==> src/rtl/cp0_pkg.sv <==
// Shared CP0 constants: {reg,sel} write addresses and Cause bit positions,
// used by both the CP0 register file and the interrupt/timer unit.
package cp0_pkg;

  localparam logic [7:0] CP0_COUNT   = 8'h48;  // {5'd9,  3'd0}
  localparam logic [7:0] CP0_COMPARE = 8'h58;  // {5'd11, 3'd0}
  localparam logic [7:0] CP0_CAUSE   = 8'h68;  // {5'd13, 3'd0}

  localparam int IP_LO = 8;
  localparam int TI    = 30;

endpackage

==> src/rtl/cp0_int_sync.sv <==
// One hardware interrupt line: synchronizer chain, registered edge detect,
// and a level-following or edge-latched pending bit.
module cp0_int_sync #(
  parameter int SYNC_STAGES = 2,
  parameter bit EDGE        = 1'b0
) (
  input  logic clk,
  input  logic rst,
  input  logic async_in,
  input  logic clr,
  output logic pending
);

  logic [SYNC_STAGES-1:0] sync_r;
  logic                   s_d_r;
  logic                   rise_r;
  logic                   pending_r;
  logic                   s_s;

  assign s_s = sync_r[SYNC_STAGES-1];

  // Synchronize, detect rising edge one flop later, update pending (set beats clear)
  always_ff @(posedge clk) begin
    if (!rst) begin
      sync_r    <= {SYNC_STAGES{1'b0}};
      s_d_r     <= 1'b0;
      rise_r    <= 1'b0;
      pending_r <= 1'b0;
    end else begin
      sync_r <= {sync_r[SYNC_STAGES-2:0], async_in};
      s_d_r  <= s_s;
      rise_r <= s_s & ~s_d_r;
      if (EDGE) begin
        pending_r <= rise_r | (pending_r & ~clr);
      end else begin
        pending_r <= s_s;
      end
    end
  end

  assign pending = pending_r;

endmodule

==> src/rtl/cp0_int_timer.sv <==
// CP0 interrupt and timer unit: Count/Compare with prescaler, hardware and
// software interrupt pending vector, Cause.TI and registered interrupt request.
module cp0_int_timer
  import cp0_pkg::*;
#(
  parameter int                    HW_INT_NUM  = 6,
  parameter int                    SYNC_STAGES = 2,
  parameter int                    COUNT_DIV   = 2,
  parameter logic [HW_INT_NUM-1:0] EDGE_MASK   = {HW_INT_NUM{1'b0}},
  parameter int                    TIMER_LINE  = HW_INT_NUM - 1
) (
  input  logic                  clk,
  input  logic                  rst,
  input  logic                  stall,
  input  logic                  we,
  input  logic [4:0]            wr_addr,
  input  logic [2:0]            wr_sel,
  input  logic [31:0]           data_i,
  input  logic [HW_INT_NUM-1:0] hardware_int_in,
  input  logic [HW_INT_NUM-1:0] int_clr,
  input  logic [HW_INT_NUM+1:0] int_mask,
  input  logic                  int_ie,
  input  logic                  int_exl,
  input  logic                  int_erl,
  output logic [31:0]           count_o,
  output logic [31:0]           compare_o,
  output logic [HW_INT_NUM+1:0] ip_o,
  output logic                  ti_o,
  output logic                  int_req
);

  localparam int            PW        = (COUNT_DIV > 1) ? $clog2(COUNT_DIV) : 1;
  localparam logic [PW-1:0] PRESC_MAX = PW'(COUNT_DIV - 1);

  logic [PW-1:0]         presc_r;
  logic [31:0]           count_r;
  logic [31:0]           compare_r;
  logic                  ti_r;
  logic [1:0]            sw_r;
  logic                  int_req_r;
  logic [HW_INT_NUM-1:0] pending_s;
  logic [HW_INT_NUM+1:0] ip_s;
  logic [31:0]           count_inc_s;
  logic                  tick_s;
  logic                  wr_count_s;
  logic                  wr_compare_s;
  logic                  wr_cause_s;

  // Committed-write decode and timer tick
  always_comb begin
    wr_count_s   = 1'b0;
    wr_compare_s = 1'b0;
    wr_cause_s   = 1'b0;
    if (we && stall) begin
      case ({wr_addr, wr_sel})
        CP0_COUNT:   wr_count_s   = 1'b1;
        CP0_COMPARE: wr_compare_s = 1'b1;
        CP0_CAUSE:   wr_cause_s   = 1'b1;
        default:     wr_count_s   = 1'b0;
      endcase
    end else begin
      wr_count_s = 1'b0;
    end
    tick_s      = (presc_r == PRESC_MAX);
    count_inc_s = count_r + 32'd1;
  end

  // Count/Compare/TI: Count write beats tick; Compare write clear beats TI set
  always_ff @(posedge clk) begin
    if (!rst) begin
      presc_r   <= {PW{1'b0}};
      count_r   <= 32'd0;
      compare_r <= 32'd0;
      ti_r      <= 1'b0;
    end else begin
      if (wr_count_s) begin
        count_r <= data_i;
        presc_r <= {PW{1'b0}};
      end else if (tick_s) begin
        count_r <= count_inc_s;
        presc_r <= {PW{1'b0}};
      end else begin
        presc_r <= presc_r + PW'(1'b1);
      end
      if (wr_compare_s) begin
        compare_r <= data_i;
        ti_r      <= 1'b0;
      end else if (tick_s && !wr_count_s && (count_inc_s == compare_r)) begin
        ti_r <= 1'b1;
      end
    end
  end

  // Software interrupt bits from Cause writes
  always_ff @(posedge clk) begin
    if (!rst) begin
      sw_r <= 2'b00;
    end else if (wr_cause_s) begin
      sw_r <= data_i[IP_LO+1:IP_LO];
    end
  end

  for (genvar i = 0; i < HW_INT_NUM; i++) begin : g_line
    cp0_int_sync #(
      .SYNC_STAGES(SYNC_STAGES),
      .EDGE       (EDGE_MASK[i])
    ) u_sync (
      .clk     (clk),
      .rst     (rst),
      .async_in(hardware_int_in[i]),
      .clr     (int_clr[i]),
      .pending (pending_s[i])
    );
  end

  // Pending vector with TI folded into the timer line
  always_comb begin
    ip_s                 = {pending_s, sw_r};
    ip_s[TIMER_LINE + 2] = pending_s[TIMER_LINE] | ti_r;
  end

  // Registered interrupt request
  always_ff @(posedge clk) begin
    if (!rst) begin
      int_req_r <= 1'b0;
    end else begin
      int_req_r <= (|(ip_s & int_mask)) & int_ie & ~int_exl & ~int_erl;
    end
  end

  assign count_o   = count_r;
  assign compare_o = compare_r;
  assign ip_o      = ip_s;
  assign ti_o      = ti_r;
  assign int_req   = int_req_r;

endmodule

==> config.mk <==
export PLATFORM = sky130hd
export DESIGN_NAME = cp0_int_timer
export DESIGN_NICKNAME = d
export VERILOG_FILES = /design/src/rtl/cp0_pkg.sv /design/src/rtl/cp0_int_sync.sv /design/src/rtl/cp0_int_timer.sv
export SDC_FILE = /design/constraint.sdc
export NUM_CORES = 1
export LEC_CHECK = 0
export ABC_AREA = 1
export BUFFER_PORTS_ARGS = -buffer_cell sky130_fd_sc_hd__buf_2
export CAP_MARGIN = 20
export CORE_MARGIN = 5
export CORE_UTILIZATION = 35
export DETAILED_ROUTE_END_ITERATION = 10
export GPL_TIMING_DRIVEN = 0
export PLACE_DENSITY = 0.62
export SLEW_MARGIN = 20
export SYNTH_ARGS = -nofsm -noshare
export SYNTH_HDL_FRONTEND = slang
export SYNTH_SLANG_ARGS = --single-unit
==> constraint.sdc <==
create_clock -name clk -period 2.2 [get_ports clk]
set_clock_uncertainty 0.15 [all_clocks]
set_input_delay 0.44 -clock clk [delete_from_list [all_inputs] [get_ports clk]]
set_output_delay 0.44 -clock clk [all_outputs]
set_load 0.02 [all_outputs]
After elaboration in Yosys (flattened, before gate mapping)
Index checks and enable logic that the tools add are counted.
{"block": "classes", "eq_ne": 4, "reduce_logical": 8, "n_mux": 8, "bitwise_logic": 8, "addsub": 2}
{"operator": "32-bit two-way mux", "n": 2}
{"operator": "32-bit by 1-bit adder with 32-bit output (second input constant)", "n": 1}
{"operator": "32-bit equality test", "n": 1}
{"operator": "8-bit by 7-bit equality test with 1-bit output (second input constant)", "n": 3}
{"operator": "8-bit AND", "n": 1}
{"operator": "8-bit OR reduction", "n": 1}
{"operator": "1-bit two-way mux", "n": 6}
{"operator": "1-bit AND", "n": 3}
{"operator": "1-bit logical AND", "n": 3}
{"operator": "1-bit inverter", "n": 3}
{"operator": "3-bit OR reduction", "n": 1}
{"operator": "2-bit nonzero test", "n": 1}
{"operator": "2-bit OR reduction", "n": 1}
{"operator": "1-bit adder (second input constant)", "n": 1}
{"operator": "1-bit logical NOT", "n": 1}
{"operator": "1-bit bitwise OR", "n": 1}
{"block": "word_totals", "ff_bits": 87, "word_cells": 48, "in_bits": 67}

Longest topological paths before layout
{"block": "logic_depth", "ltp_word": 6, "depth_mapped": 16, "ltp_nobuf": 16}

Hierarchy
Synthesis repeated with hierarchy kept, for this count alone.
{"block": "unflattened", "hier_cells": 810, "area_unflattened_um2": 5016.1}
{"module": "cp0_int_timer", "area_each_um2": 4520.6, "cells_each": 756, "n_inst": 1}
{"module": "cp0_int_sync", "area_each_um2": 82.6, "cells_each": 9, "n_inst": 6}

Worst setup path after synthesis
Ideal clock, no wire load.
{"block": "synth_timing", "kind": "register -> register", "startpoint": "reg count_r[0], in the netlist count_o[0]", "endpoint": "reg ti_r, in the netlist ti_o", "slack_ns": 0.036, "stages_incl_launch_ff": 16, "setup_ns": 0.070, "synth_period_minus_slack_ns": 2.164, "arrival_ns": 1.944, "path_cell_list": "dfxtp_1 > ha_1 > nand2_2 > nor2_4 > nand2_4 > nor2_4 > nand2_1 > nand2_2 > nand2_1 > nand2_1 > nand2_1 > nor2_1 > nand2_1 > nor2_1 > nand3_1 > a21oi_1"}
{"block": "synth_via", "elab_chain_cells": 3}
{"element": "start, declared", "line_no": "cp0_int_timer.sv:36", "rtl": "logic [31:0] count_r;"}
{"element": "start signal, assigned", "line_no": "cp0_int_timer.sv:77", "rtl": "count_r <= data_i;"}
{"element": "start signal, assigned", "line_no": "cp0_int_timer.sv:80", "rtl": "count_r <= count_inc_s;"}
{"element": "32-bit by 1-bit adder with 32-bit output", "line_no": "cp0_int_timer.sv:65", "rtl": "count_inc_s = count_r + 32'd1;"}
{"element": "32-bit equality test", "line_no": "cp0_int_timer.sv:88", "rtl": "end else if (tick_s && !wr_count_s && (count_inc_s == compare_r)) begin"}
{"element": "1-bit logical AND", "line_no": "cp0_int_timer.sv:88"}
{"element": "end signal, assigned", "line_no": "cp0_int_timer.sv:74", "rtl": "ti_r <= 1'b0;"}
{"element": "end signal, assigned", "line_no": "cp0_int_timer.sv:87", "rtl": "ti_r <= 1'b0;"}
{"element": "end signal, assigned", "line_no": "cp0_int_timer.sv:89", "rtl": "ti_r <= 1'b1;"}
{"element": "end, declared", "line_no": "cp0_int_timer.sv:38", "rtl": "logic ti_r;"}
No other way between the ends.
A chain may end at the register's enable or synchronous reset.

Worst setup path in the final report
Ends and elaborated chain as after synthesis.

==> out/results.tsv <==
stage	metric	value	unit
clock_tree	insertion_delay	0.36	ns
clock_tree	cts_root_buffer	clkbuf_16	
drt	drtIter0Drc	452	
drt	ant_nets	0	
drt	routedWlPerCell	14.9	um
worst_setup_path	endpoint_kind	register	
timing	period_share	98.5	%
power	cell_internal_pwr	2500	uW
synth	synth_nets	863	
power	p_sw_share	27.4	%
finish	finalNetCount	1025	
global_route	grt_use_total	20.6	%
synth	postSynthCellCount	795	
drt	wl	17000	um
die	dieArea	16500	um2
clock_tree	htree_num_levels	3	
clock_tree	clkTransAtPathRegs	0.07	ns
finish	layout_common_cells	nand2_1 (261), buf_2 (134), inv_1 (112), nand3_1 (75), dfxtp_1 (69)	
placed_design	hpwl	13200	um
synth	synth.area.mux_share	0	%
power	comb_power_share	6.8	%
finish	final_common_cell	nand2_1	
timing	tightest_slew	0.619	ns
global_route	grt_max_degree	20	
job	drv_cap	0	
synth	synthAdderAreaFrac	0.254	%
synth	seq_area_frac_synth	35.4	%
drt	routed_via_density	4.90	
timing	max_freq	461	MHz
worst_setup_path	path_class	register to register	
outcome	status	finished clean	
global_route	antenna_found_initial	0	
finish	multiInputGateArea	2750	um2
worst_setup_path	crit_fanout	7	
synth	async_flop_share	0	%
power	clkPwrFrac	46.7	%
timing	setup_viol	0	
clock_tree	cts_made_buffers	9	
die	core_area	13800	um2
finish	final.fill_count	1501	
synth	synth-compound-area-share	12.8	%
power	switchingPower	941	uW
synth	synth_top_family_by_area	simple AND/OR/NAND/NOR gates	
worst_hold_path	hold_class	input port to register	
synth	ys_warn_count	0	
die	die_h	129	um
clock_tree	clock-sinks	87	
worst_setup_path	crit_required	2.34	ns
power	p_leak	0.00298	uW
synth	synth_area	4920	um2
clock_tree	cts_tree	done	
timing	grt_setup_unrepaired	yes	
timing	timing.setup.tns	0	ns
synth	synth-seq-cells	87	
timing	relSlewSlack	58.8	%
power	power	3440	uW
die	die_w	129	um
die	ios	141	
finish	layout-drive-gt1-share	25.7	%
synth	synth_simple_gate_area_share	38.3	%
worst_setup_path	reg2reg_slack	0.03	ns
die	start_util	35.6	%
global_route	grt_pass1_wl	26700	um
finish	syn_to_final_growth	30.4	%
power	power_frac_seq	46.5	%
synth	syn_avg_cell_area	6.19	um2
synth	synth_edf_count	0	
finish	antennaDiodeCount	0	
power	pwr_density_cell	536	nW/um2
global_route	overflow	0	
worst_setup_path	cp-start-kind	register	
drt	drcViolationCount	0	
timing	hold_viol	0	
worst_setup_path	cp.arrival	2.31	ns
drt	num_vias	5600	
placed_design	numPortBuffers	134	
drt	drt-pass1-iter-count	7	
die	placementRows	43	
timing	drv_slew	0	
timing	fin_crit	2.17	ns
power	irDropWorstVdd	0.000379	V
synth	synth_ff_type	dfxtp_1	
global_route	first_global_vias	5253	
clock_tree	cts.path.max_buffers	2	
finish	regArea	1770	um2
synth	synth-xor-area-share	1.81	%
placed_design	place_congestion	0.983	
synth	synth_cell_types	33	
==> per-layer routing <==
layer	track usage (%)	vias to the layer above	part of all wire (%)
li1	-	2850	-
met1	26.1	2511	42
met2	34.3	211	47
met3	4.98	28	8.4
met4	7.10	0	2.3
met5	0	-	0
==> path summary, 6_finish.rpt <==
check                           depth (start not counted)                         end                        from
worst max register to register                         15                        ti_o                  count_o[0]
worst min-delay path                                    3  g_line[5].u_sync.sync_r[0]          hardware_int_in[5]
worst min register to register                          2  g_line[0].u_sync.sync_r[1]  g_line[0].u_sync.sync_r[0]
worst max-delay path                                   15                        ti_o                  count_o[0]
==> registers in the layout, summed over array words and instances (netlist names) <==
register	flops
g_line.u_sync.pending	6
ti_o	1
compare_o	32
count_o	32
sw_r	2
presc_r	1
g_line.u_sync.sync_r	12
int_req	1
==> Yosys cell counts (all sizes together), types with 4 or more instances <==
cell type,instances,area [um2]
a221oi,6,52.6
inv,115,432
a21oi,39,195
nor2,76,350
buf,5,37.5
a31oi,22,138
dfxtp,87,1740
nand4,4,25.0
nand2,277,1070
clkbuf,22,82.6
nand3,82,415
o21ai,41,205
xor2,4,35.0
==> per-stage QoR <==
stage | setup slack, ns | std cells | instance area [um2] | hold WS, ns | utilization [%]
2_1_floorplan | 0.0358 | 795 | 4920 | 0.240 | -
3_3_place_gp | -0.471 | 1109 | 5810 | 0.242 | 42.1
3_5_place_dp | -0.462 | 1109 | 5810 | 0.246 | 42.1
4_1_cts | -0.0608 | 1135 | 6270 | 0.0972 | 45.3
5_1_grt | -0.137 | 1142 | 6410 | 0.101 | 46.4
6_report | 0.0326 | 1142 | 6410 | 0.108 | 46.4
==> power by group through the flow <==
stage                     Clock (uW)  Sequential, uW  Combinational [uW]
after CTS                       1630            1600                 228
after floorplan                    0            1640                98.9
final                           1600            1600                 233
after global routing            1690            1600                 259
after detailed placement           0            1640                 219
after global placement             0            1640                 217
==> cell families after synthesis <==
group	after synthesis
AOI/OAI and AO/OA	113
DFF	87
and+or+nand+nor	443
adders and majority gates	1
buffers and inverters	144
xor gates and xnor gates	7
==> cell type report <==
type,instances,share of cell area (%)
plain buffers,27,1.89
clock buffers,9,3.51
clock inverters,7,1.31
inverters,117,6.92
multi-input cells,564,42.8
flip-flops and latches,87,27.6
well taps,180,3.51
repair buffers,151,12.4
==> repair_timing <==
item | in CTS | in global routing
cloned | 0 | 0
pin swaps | 12 | 15
buffers inserted | 10 | 7
hold buffers | 0 | 0
endpoints found under the setup margin | 7 | 23
resized for setup | 20 | 39
hold endpoints to repair | 0 | 0
==> worst max-delay path, stage by stage (launching register included) <==
cell and delay [ns]:
dfxtp_4 0.37, ha_4 0.16, nand2_4 0.06, nor2_4 0.17, nand2_4 0.12, nor2_4 0.24
nand2_2 0.08, nand2_2 0.08, nand2_1 0.05, nand2_1 0.05, nand2_1 0.05, nor2_2 0.13
nand2_2 0.07, nor2_2 0.11, nand3_2 0.08, a21oi_2 0.12
Note: power is estimated with default switching activity, not from simulation.
